[src/rtl/spi_peripheral_pkg.sv]
// Shared frame geometry, FSM state encoding and address range helper for the SPI register-file target.
package spi_peripheral_pkg;

   localparam int FRAME_BITS = 24;
   localparam int ADDR_WIDTH = 7;
   localparam int DATA_WIDTH = 16;
   localparam int RW_BIT     = 23;

   typedef enum logic [1:0] {
      IDLE,
      SHIFT,
      COMMIT,
      WAIT_IDLE
   } state_e;

   function automatic logic addr_in_range(input logic [ADDR_WIDTH-1:0] addr, input int num_regs);
      return int'(addr) < num_regs;
   endfunction

endpackage

[src/rtl/spi_input_sync.sv]
// Synchronizes CSB/SCLK/SDI/LE into clk; edge pulses come from the last two chain stages.
// Latency: level after SYNC_STAGES clk, edge pulse acted upon SYNC_STAGES+1 clk after the pin; no backpressure.
module spi_input_sync #(
   parameter int SYNC_STAGES = 2
) (
   input  logic clk,
   input  logic rst_n,
   input  logic csb_i,
   input  logic sclk_i,
   input  logic sdi_i,
   input  logic le_i,
   output logic csb_o,
   output logic csb_rise_o,
   output logic csb_fall_o,
   output logic sclk_rise_o,
   output logic sclk_fall_o,
   output logic sdi_o,
   output logic le_rise_o
);

   logic [SYNC_STAGES:0]   csb_q;
   logic [SYNC_STAGES:0]   sclk_q;
   logic [SYNC_STAGES:0]   le_q;
   logic [SYNC_STAGES-1:0] sdi_q;

   always_ff @(posedge clk or negedge rst_n) begin
      if (!rst_n) begin
         csb_q  <= '1;
         sclk_q <= '0;
         le_q   <= '0;
         sdi_q  <= '0;
      end else begin
         csb_q  <= {csb_q[SYNC_STAGES-1:0], csb_i};
         sclk_q <= {sclk_q[SYNC_STAGES-1:0], sclk_i};
         le_q   <= {le_q[SYNC_STAGES-1:0], le_i};
         sdi_q  <= {sdi_q[SYNC_STAGES-2:0], sdi_i};
      end
   end

   // Top bit of each chain is the previous value of the synchronized level.
   assign csb_o       = csb_q[SYNC_STAGES-1];
   assign csb_rise_o  =  csb_q[SYNC_STAGES-1] & ~csb_q[SYNC_STAGES];
   assign csb_fall_o  = ~csb_q[SYNC_STAGES-1] &  csb_q[SYNC_STAGES];
   assign sclk_rise_o =  sclk_q[SYNC_STAGES-1] & ~sclk_q[SYNC_STAGES];
   assign sclk_fall_o = ~sclk_q[SYNC_STAGES-1] &  sclk_q[SYNC_STAGES];
   assign le_rise_o   =  le_q[SYNC_STAGES-1] & ~le_q[SYNC_STAGES];
   assign sdi_o       = sdi_q[SYNC_STAGES-1];

endmodule

[src/rtl/spi_peripheral_regfile.sv]
// SPI mode-0 target with a 16-bit register bank; SPI_PERIPH_LE_COMMIT_EN defers writes to an SPI_LE rise.
// Latency: pin edge to action SYNC_STAGES+1 clk; no backpressure, master must respect clk >= 8x bit rate.
module spi_peripheral_regfile
   import spi_peripheral_pkg::*;
#(
   parameter int          NUM_REGS    = 8,
   parameter logic [15:0] RESET_VALUE = 16'h0000,
   parameter int          SYNC_STAGES = 2
) (
   input  logic                   clk,
   input  logic                   rst_n,
   input  logic                   SPI_CSB,
   input  logic                   SPI_CLK,
   input  logic                   SPI_SDI,
   input  logic                   SPI_LE,
   output logic                   SPI_SDO,
   output logic                   SPI_SDO_OE,
   output logic [NUM_REGS*16-1:0] regs,
   output logic                   wr_strobe,
   output logic [6:0]             wr_addr,
   output logic                   frame_error,
   output logic                   busy
);

   localparam int         IDX_W  = (NUM_REGS > 1) ? $clog2(NUM_REGS) : 1;
   localparam logic [2:0] SETTLE = 3'(SYNC_STAGES + 1);

   logic csb_s, csb_rise, csb_fall, sclk_rise, sclk_fall, sdi_s, le_rise;

   spi_input_sync #(.SYNC_STAGES(SYNC_STAGES)) u_sync (
      .clk        (clk),
      .rst_n      (rst_n),
      .csb_i      (SPI_CSB),
      .sclk_i     (SPI_CLK),
      .sdi_i      (SPI_SDI),
      .le_i       (SPI_LE),
      .csb_o      (csb_s),
      .csb_rise_o (csb_rise),
      .csb_fall_o (csb_fall),
      .sclk_rise_o(sclk_rise),
      .sclk_fall_o(sclk_fall),
      .sdi_o      (sdi_s),
      .le_rise_o  (le_rise)
   );

   state_e                  state_q, state_d;
   logic [4:0]              cnt_q, cnt_d;
   logic [FRAME_BITS-1:0]   shift_q, shift_d;
   logic [DATA_WIDTH-1:0]   rd_q, rd_d;
   logic [2:0]              settle_q, settle_d;
   logic                    sdo_q, sdo_d, oe_q, oe_d, busy_q, busy_d;
   logic                    strobe_q, strobe_d, ferr_q, ferr_d;
   logic [ADDR_WIDTH-1:0]   waddr_q, waddr_d;
   logic [NUM_REGS-1:0][DATA_WIDTH-1:0] regs_q;

   logic                    commit_ok, len_err, le_err, we;
   logic [ADDR_WIDTH-1:0]   we_addr, rd_addr;
   logic [DATA_WIDTH-1:0]   we_data, rd_lookup;

   assign rd_addr   = {shift_q[ADDR_WIDTH-2:0], sdi_s};
   assign rd_lookup = addr_in_range(rd_addr, NUM_REGS) ? regs_q[rd_addr[IDX_W-1:0]] : '0;

   always_comb begin
      state_d   = state_q;
      cnt_d     = cnt_q;
      shift_d   = shift_q;
      rd_d      = rd_q;
      settle_d  = settle_q;
      sdo_d     = sdo_q;
      oe_d      = oe_q;
      busy_d    = busy_q;
      commit_ok = 1'b0;
      len_err   = 1'b0;
      case (state_q)
         IDLE: begin
            if (csb_fall) begin
               cnt_d   = '0;
               shift_d = '0;
               rd_d    = '0;
               sdo_d   = 1'b0;
               oe_d    = 1'b1;
               busy_d  = 1'b1;
               state_d = SHIFT;
            end
         end
         SHIFT: begin
            // CSB rise outranks a coincident SCLK edge.
            if (csb_rise) begin
               sdo_d   = 1'b0;
               oe_d    = 1'b0;
               busy_d  = 1'b0;
               state_d = COMMIT;
            end else if (sclk_rise) begin
               shift_d = {shift_q[FRAME_BITS-2:0], sdi_s};
               if (cnt_q != 5'd31) cnt_d = cnt_q + 5'd1;
               if (cnt_q == 5'd7 && shift_q[ADDR_WIDTH-1]) rd_d = rd_lookup;
            end else if (sclk_fall && cnt_q >= 5'd8) begin
               sdo_d = rd_q[DATA_WIDTH-1];
               rd_d  = {rd_q[DATA_WIDTH-2:0], 1'b0};
            end
         end
         COMMIT: begin
            state_d = IDLE;
            if (cnt_q == 5'(FRAME_BITS))
               commit_ok = !shift_q[RW_BIT] &&
                           addr_in_range(shift_q[RW_BIT-1 -: ADDR_WIDTH], NUM_REGS);
            else
               len_err = 1'b1;
         end
         WAIT_IDLE: begin
            // Hold off until the synchronizer chain reflects the pins after reset.
            if (settle_q != SETTLE) settle_d = settle_q + 3'd1;
            else if (csb_s)         state_d  = IDLE;
         end
         default: state_d = IDLE;
      endcase
   end

`ifdef SPI_PERIPH_LE_COMMIT_EN
   logic                  stg_vld_q, stg_vld_d;
   logic [ADDR_WIDTH-1:0] stg_addr_q, stg_addr_d;
   logic [DATA_WIDTH-1:0] stg_data_q, stg_data_d;

   always_comb begin
      stg_vld_d  = stg_vld_q;
      stg_addr_d = stg_addr_q;
      stg_data_d = stg_data_q;
      le_err     = 1'b0;
      if (commit_ok) begin
         stg_vld_d  = 1'b1;
         stg_addr_d = shift_q[RW_BIT-1 -: ADDR_WIDTH];
         stg_data_d = shift_q[DATA_WIDTH-1:0];
      end else if (stg_vld_q && le_rise) begin
         stg_vld_d = 1'b0;
      end else if (stg_vld_q && state_q == IDLE && csb_fall) begin
         stg_vld_d = 1'b0;
         le_err    = 1'b1;
      end
   end

   always_ff @(posedge clk or negedge rst_n) begin
      if (!rst_n) begin
         stg_vld_q  <= 1'b0;
         stg_addr_q <= '0;
         stg_data_q <= '0;
      end else begin
         stg_vld_q  <= stg_vld_d;
         stg_addr_q <= stg_addr_d;
         stg_data_q <= stg_data_d;
      end
   end

   assign we      = stg_vld_q && le_rise;
   assign we_addr = stg_addr_q;
   assign we_data = stg_data_q;
`else
   logic unused_le;
   assign unused_le = le_rise;
   assign le_err    = 1'b0;
   assign we        = commit_ok;
   assign we_addr   = shift_q[RW_BIT-1 -: ADDR_WIDTH];
   assign we_data   = shift_q[DATA_WIDTH-1:0];
`endif

   assign strobe_d = we;
   assign waddr_d  = we ? we_addr : waddr_q;
   assign ferr_d   = len_err | le_err;

   always_ff @(posedge clk or negedge rst_n) begin
      if (!rst_n) begin
         state_q  <= WAIT_IDLE;
         cnt_q    <= '0;
         shift_q  <= '0;
         rd_q     <= '0;
         settle_q <= '0;
         sdo_q    <= 1'b0;
         oe_q     <= 1'b0;
         busy_q   <= 1'b0;
         strobe_q <= 1'b0;
         ferr_q   <= 1'b0;
         waddr_q  <= '0;
      end else begin
         state_q  <= state_d;
         cnt_q    <= cnt_d;
         shift_q  <= shift_d;
         rd_q     <= rd_d;
         settle_q <= settle_d;
         sdo_q    <= sdo_d;
         oe_q     <= oe_d;
         busy_q   <= busy_d;
         strobe_q <= strobe_d;
         ferr_q   <= ferr_d;
         waddr_q  <= waddr_d;
      end
   end

   always_ff @(posedge clk or negedge rst_n) begin
      if (!rst_n) begin
         for (int i = 0; i < NUM_REGS; i++) regs_q[i] <= RESET_VALUE;
      end else if (we) begin
         regs_q[we_addr[IDX_W-1:0]] <= we_data;
      end
   end

   assign regs        = regs_q;
   assign SPI_SDO     = sdo_q;
   assign SPI_SDO_OE  = oe_q;
   assign wr_strobe   = strobe_q;
   assign wr_addr     = waddr_q;
   assign frame_error = ferr_q;
   assign busy        = busy_q;

endmodule

[config.mk]
export PLATFORM = sky130hd
export DESIGN_NAME = spi_peripheral_regfile
export DESIGN_NICKNAME = d
export VERILOG_FILES = /design/src/rtl/spi_peripheral_pkg.sv /design/src/rtl/spi_input_sync.sv /design/src/rtl/spi_peripheral_regfile.sv
export SDC_FILE = /design/constraint.sdc
export NUM_CORES = 1
export LEC_CHECK = 0
export BUFFER_PORTS_ARGS = -buffer_cell sky130_fd_sc_hd__buf_2
export CORE_ASPECT_RATIO = 0.9
export CORE_UTILIZATION = 45
export DETAILED_ROUTE_END_ITERATION = 7
export GPL_ROUTABILITY_DRIVEN = 1
export PLACE_DENSITY_LB_ADDON = 0.3
export SYNTH_ARGS = -nofsm -noshare
export SYNTH_HDL_FRONTEND = slang
export SYNTH_SLANG_ARGS = --single-unit
export TNS_END_PERCENT = 5
[constraint.sdc]
create_clock -name clk -period 2.55 [get_ports clk]
set_input_delay 0.1275 -clock clk [delete_from_list [all_inputs] [get_ports clk]]
set_output_delay 0.1275 -clock clk [all_outputs]
set_load 0.005 [all_outputs]
======== Word-level counts from Yosys, hierarchy flattened ========
Cells that the tools add are included.
word-level totals
  bits of input ports ..................... 6
  output and inout bits ................... 140
  word-level logic and storage cells ...... 107
  register bits after elaboration ......... 197
operators by class
  add/subtract/negate cells ............... 2
  $lt $le $gt $ge ......................... 6
  reductions and logical operators ........ 14
  eq/ne operators ......................... 18
  bitwise gates (word level) .............. 8
  muxes and demuxes ....................... 38
operator list
  operator                                                                              count
  128-bit bitwise mux                                                                   1
  16-bit 2-to-1 mux                                                                     8
  24-bit 2-to-1 mux                                                                     3
  16-bit binary-select mux with 3-bit select                                            1
  16-bit demux with 3-bit select                                                        1
  24-bit case mux with 2 select lines                                                   1
  16-bit case mux with 2 select lines                                                   1
  5-bit 2-to-1 mux                                                                      4
  7-bit by 4-bit less-than comparator with 1-bit output (second input constant)         2
  2-bit != test (second input constant)                                                 6
  3-bit != test (second input constant)                                                 4
  4-bit AND reduction                                                                   3
  1-bit 2-to-1 mux                                                                      10
  5-bit case mux with 2 select lines                                                    1
  5-bit AND reduction                                                                   2
  3-bit by 4-bit less-than comparator with 1-bit output (second input constant)         2
  2-bit 2-to-1 mux                                                                      4
  2-bit case mux with 4 select lines                                                    1
  5-bit by 1-bit adder with 5-bit output (second input constant)                        1
  5-bit by 3-bit == test with 1-bit output (second input constant)                      1
  5-bit == test (second input constant)                                                 1
  5-bit by 4-bit greater-or-equal comparator with 1-bit output (second input constant)  1
  5-bit != test (second input constant)                                                 1
  1-bit bitwise AND                                                                     4
  other kinds (14)                                                                      22

======== Depth between registers and ports, before layout ========
  word-level depth ........................ 7
  mapped depth ............................ 9
  mapped depth without buffers ............ 8

======== Hierarchy ========
Synthesis repeated with hierarchy kept, for this count alone.
second synthesis, totals
  cell total of the unflattened synthesis .. 626
  area, all modules ....................... 8,914.8 µm²
modules (own cells, without submodules)
  module                  area an instance (µm²)  times used  sequential area each (µm²)  cells an instance
  spi_peripheral_regfile  8,594.5                 1           4,732.0                     610
  spi_input_sync          320.3                   1           279.0                       16

======== Least setup slack after synthesis ========
OpenSTA, ideal clock, no wires.
  path kind ............................... register to register
  start point ............................. register shift_q[22]
  end point ............................... register regs_q, in the netlist regs[101]
  arrival ................................. 2.323 ns
  data required time ...................... 2.425 ns
  clock period less this slack ............ 2.448 ns
  stages on the path, launching flop included .. 7
  setup time .............................. 0.125 ns
  path slack .............................. 0.102 ns
  path buffers ............................ 2
  cells stage by stage .................... dfrtp_1 -> or4_1 -> or4_4 -> buf_6 -> nor3_4 -> buf_8 -> mux2_4
on the way
  word-level cells in the longest chain between the ends .. 4
RTL lines
  item                                                   line                           source
  start: declaration                                     spi_peripheral_regfile.sv:48   logic [FRAME_BITS-1:0] shift_q, shift_d;
  start signal: assignment                               spi_peripheral_regfile.sv:185  shift_q <= shift_d;
  7-bit by 4-bit less-than comparator with 1-bit output  spi_peripheral_pkg.sv:17       return int'(addr) < num_regs;
  1-bit logical AND                                      spi_peripheral_regfile.sv:105  commit_ok = !shift_q[RW_BIT] &&
  1-bit 2-to-1 mux                                       spi_peripheral_regfile.sv:104  if (cnt_q == 5'(FRAME_BITS))
  1-bit 2-to-1 mux                                       spi_peripheral_regfile.sv:74   case (state_q)
  end signal: indexed assignment                         spi_peripheral_regfile.sv:201  regs_q[we_addr[IDX_W-1:0]] <= we_data;
  end: declaration                                       spi_peripheral_regfile.sv:54   logic [NUM_REGS-1:0][DATA_WIDTH-1:0] regs_q;
No other way between the ends.
A chain may end at the register's enable or synchronous reset.

======== Worst setup path in the final report ========
  start point ............................. register shift_q[22]
  end point ............................... register regs_q, in the netlist regs[45]
Same word-level chain as after synthesis.

==> flow_summary.json <==
{
  "cp.required_ns": 2.87,
  "die_h_um": 135,
  "pwr-share-seq": 0.452,
  "cp.arrival_ns": 2.81,
  "drv_slew": 0,
  "ys_async_sr_fraction": 1.00,
  "pwr-share-clk": 0.395,
  "rrSetupSlack_ns": 0.06,
  "p_int_mw": 5.42,
  "fin_nets": 863,
  "yosys-top-cells-area": "dfrtp_1 (54%), mux2_2 (14%), mux2i_1 (6.8%)",
  "clock_sinks": 197,
  "io_pins": 146,
  "synth.most_common_cell": "dfrtp_1",
  "yosysTopAreaCellShare": 0.540,
  "hold_viol_final": 0,
  "slowest_delay_ns": 0.59,
  "worstSetupEndpointType": "register",
  "rsz0062_at_grt": "false",
  "finalSetupTns_ns": 0,
  "yosys-top-cells-count": "dfrtp_1 (192), mux2_2 (113), nand2_1 (79)",
  "ys_ff_latch": 197,
  "area_delta_synth_final_pct": 20.5,
  "place_area_mm2": 0.0100,
  "grt_pass1_wl_um": 34900,
  "drive_above_1_share": 0.418,
  "fin_skew_ns": 0.0102,
  "syn_area_per_cell_um2": 12.5,
  "cap_violations": 0,
  "core-area_mm2": 0.0193,
  "irDropWorstVdd_v": 0.000503,
  "fmaxAchievable_mhz": 401,
  "clkTransAtPathRegs_ns": 0.07,
  "start_kind": "register",
  "drt-wirelength-per-cell_um": 19.9,
  "via_per_inst": 5.41,
  "outcome": "finished, final reports clean",
  "swShare": 0.273,
  "pre_cts_ws_ns": 0.0201,
  "ys.flop_type": "dfrtp_1",
  "port_buffers": 144,
  "cpMaxStageDelayCell": "or4_1",
  "grt_overflow": 0,
  "synth_edf_count": 0,
  "post-route-util": 0.556,
  "p_leak_nw": 5.46,
  "clk_latency_ns": 0.43,
  "slew_headroom": 0.557,
  "worst_slack_ns": 0.0585,
  "grt_start_max_net_pins": 77,
  "die_w_um": 150,
  "synth.cell_area_mm2": 0.00889,
  "period_share": 0.977,
  "synth_fp_nets": 722,
  "start_util": 0.461,
  "tightest_slew_ns": 0.663,
  "n_antenna_cell": 0,
  "fin_cells": 1115,
  "hp-class": "in -> async",
  "drt_iter0_markers": 399,
  "antenna_found_initial": 0,
  "clk_path_buf_depth": 2,
  "wl_um": 22200,
  "die-area_mm2": 0.0203,
  "final-seq-area_mm2": 0.00494,
  "root_buffer": "clkbuf_16",
  "cts_made_buffers": 17,
  "place_inst": 1079,
  "cts_tree": "built",
  "grt_pass1_vias": 6066,
  "power.switching_mw": 2.04,
  "post-cts-setup-buffer-count": 0,
  "first_pass_iters": 5,
  "critPathMaxFanout": 11,
  "grt.total_usage": 0.228,
  "hpwl_um": 14800,
  "setup-violations-final": 0,
  "num_rows": 48,
  "yosysSeqAreaShare": 0.555,
  "cp_cell_sequence": "or4_1 -> or4_4 -> nor3_4 -> buf_4 -> mux2_2",
  "h-tree-depth": 4,
  "dr_total_vias": 6032,
  "place_congestion": 0.786,
  "multi_input_area_mm2": 0.00368,
  "fillers": 1644,
  "synth_top_area_cell": "dfrtp_1",
  "antenna_left": 0,
  "syn-instance-count": 711,
  "crit_type": "reg -> reg",
  "period_needed_ns": 2.49,
  "remaining_drc_errors": 0,
  "p_per_area_mw_per_mm2": 697,
  "synth_warnings": 0,
  "synth.distinct_cells": 46,
  "comb_power_share": 0.153,
  "postLayoutCellArea_mm2": 0.0107
}
==> path summary, 6_finish.rpt <==
kind,startpoint,endpoint,depth (start not counted)
max,shift_q[22],regs[45],5
min reg2reg,u_sync.sclk_q[0],u_sync.sclk_q[1],0
max in group asynchronous,rst_n,state_q[1],3
min in group clk,SPI_CSB,u_sync.csb_q[0],2
max reg2reg,shift_q[22],regs[45],5
min,rst_n,shift_q[3],2
==> stage by stage <==
stage | hold slack [ns] | total power [mW]
finish | 0.286 | 7.47
global route | 0.326 | 7.78
CTS | 0.305 | 7.52
global placement | 0.201 | 4.54
floorplan | -0.168 | 4.13
detailed placement | 0.207 | 4.57
==> registers in the layout, indices dropped and copies added, names as in the netlist <==
signal,cells
regs,128
u_sync.sdi_q,2
wr_strobe,1
frame_error,1
state_q,2
wr_addr,7
rd_q,16
u_sync.csb_q,3
shift_q,24
cnt_q,5
SPI_SDO,1
settle_q,3
busy,1
u_sync.sclk_q,3
==> area by class of cell <==
type / count / share of cell area
clock buffer: 20 / 0.0417
clock inverter: 12 / 0.0187
inverter: 6 / 0.00210
multi-input combinational: 449 / 0.344
sequential: 197 / 0.461
tap: 250 / 0.0292
timing repair buffer: 181 / 0.103
==> power groups by stage <==
stage	clock (mW)	sequential [mW]	combinational [mW]
floorplan	0	3.37	0.763
global placement	0	3.43	1.11
detailed placement	0	3.44	1.14
CTS	3.00	3.38	1.14
global route	3.11	3.40	1.27
finish	2.95	3.38	1.14
==> critical path, delay by kind of cell (launching register included) <==
family | cells | cell delay [ns]
buf+inv | 1 | 0.27
flops | 1 | 0.41
mux | 1 | 0.36
simple gates | 3 | 1.33
==> routing by layer <==
metal	vias to the layer above	wire (µm)	track usage	part of all wire
met2	144	10500	0.356	0.47
met1	3053	10400	0.326	0.47
li1	2812	-	-	-
met4	0	314	0.0617	0.014
met5	-	0	0	0
met3	23	973	0.0414	0.044
==> cells in the final DEF, fill, tap and decap left out, drive strengths merged, types with 3 or more instances in the layout <==
master       synthesis  layout
clkinv               0       3
o21ai               30      30
mux2               133     133
dfstp                5       5
xnor2                3       3
nor2b                4       4
a31oi               16      16
clkbuf              37      21
dlygate4sd3          0       4
a22oi               30      30
nand3               16      16
nor2                11      11
inv                  6       7
and2                 5       5
a21oi               16      16
bufinv               0       5
nand2b               7       7
nor3                10      10
nor4                 3       3
dfrtp              192     192
nand2               79      79
or4                  3       3
mux2i               60      60
clkinvlp             0       3
buf                 22     176
ha                   5       5
==> what timing repair did <==
item / 4_1_cts / 5_1_grt
endpoints found under the hold margin: 74 / 0
cloned: 0 / 0
hold buffers: 4 / 0
endpoints found under the setup margin: 12 / 74
pin swaps: 0 / 2
resized for setup: 1 / 3
==> logic make-up after synthesis <==
kind of cell | share of synthesized area
buffers and inverters | 0.0335
adders and majority gates | 0.00704
and+or+nand+nor | 0.0832
xor gates and xnor gates | 0.00296
AOI/OAI and AO/OA | 0.0685
muxes | 0.250
DFF | 0.555
Power figures use the tool's default switching activity.
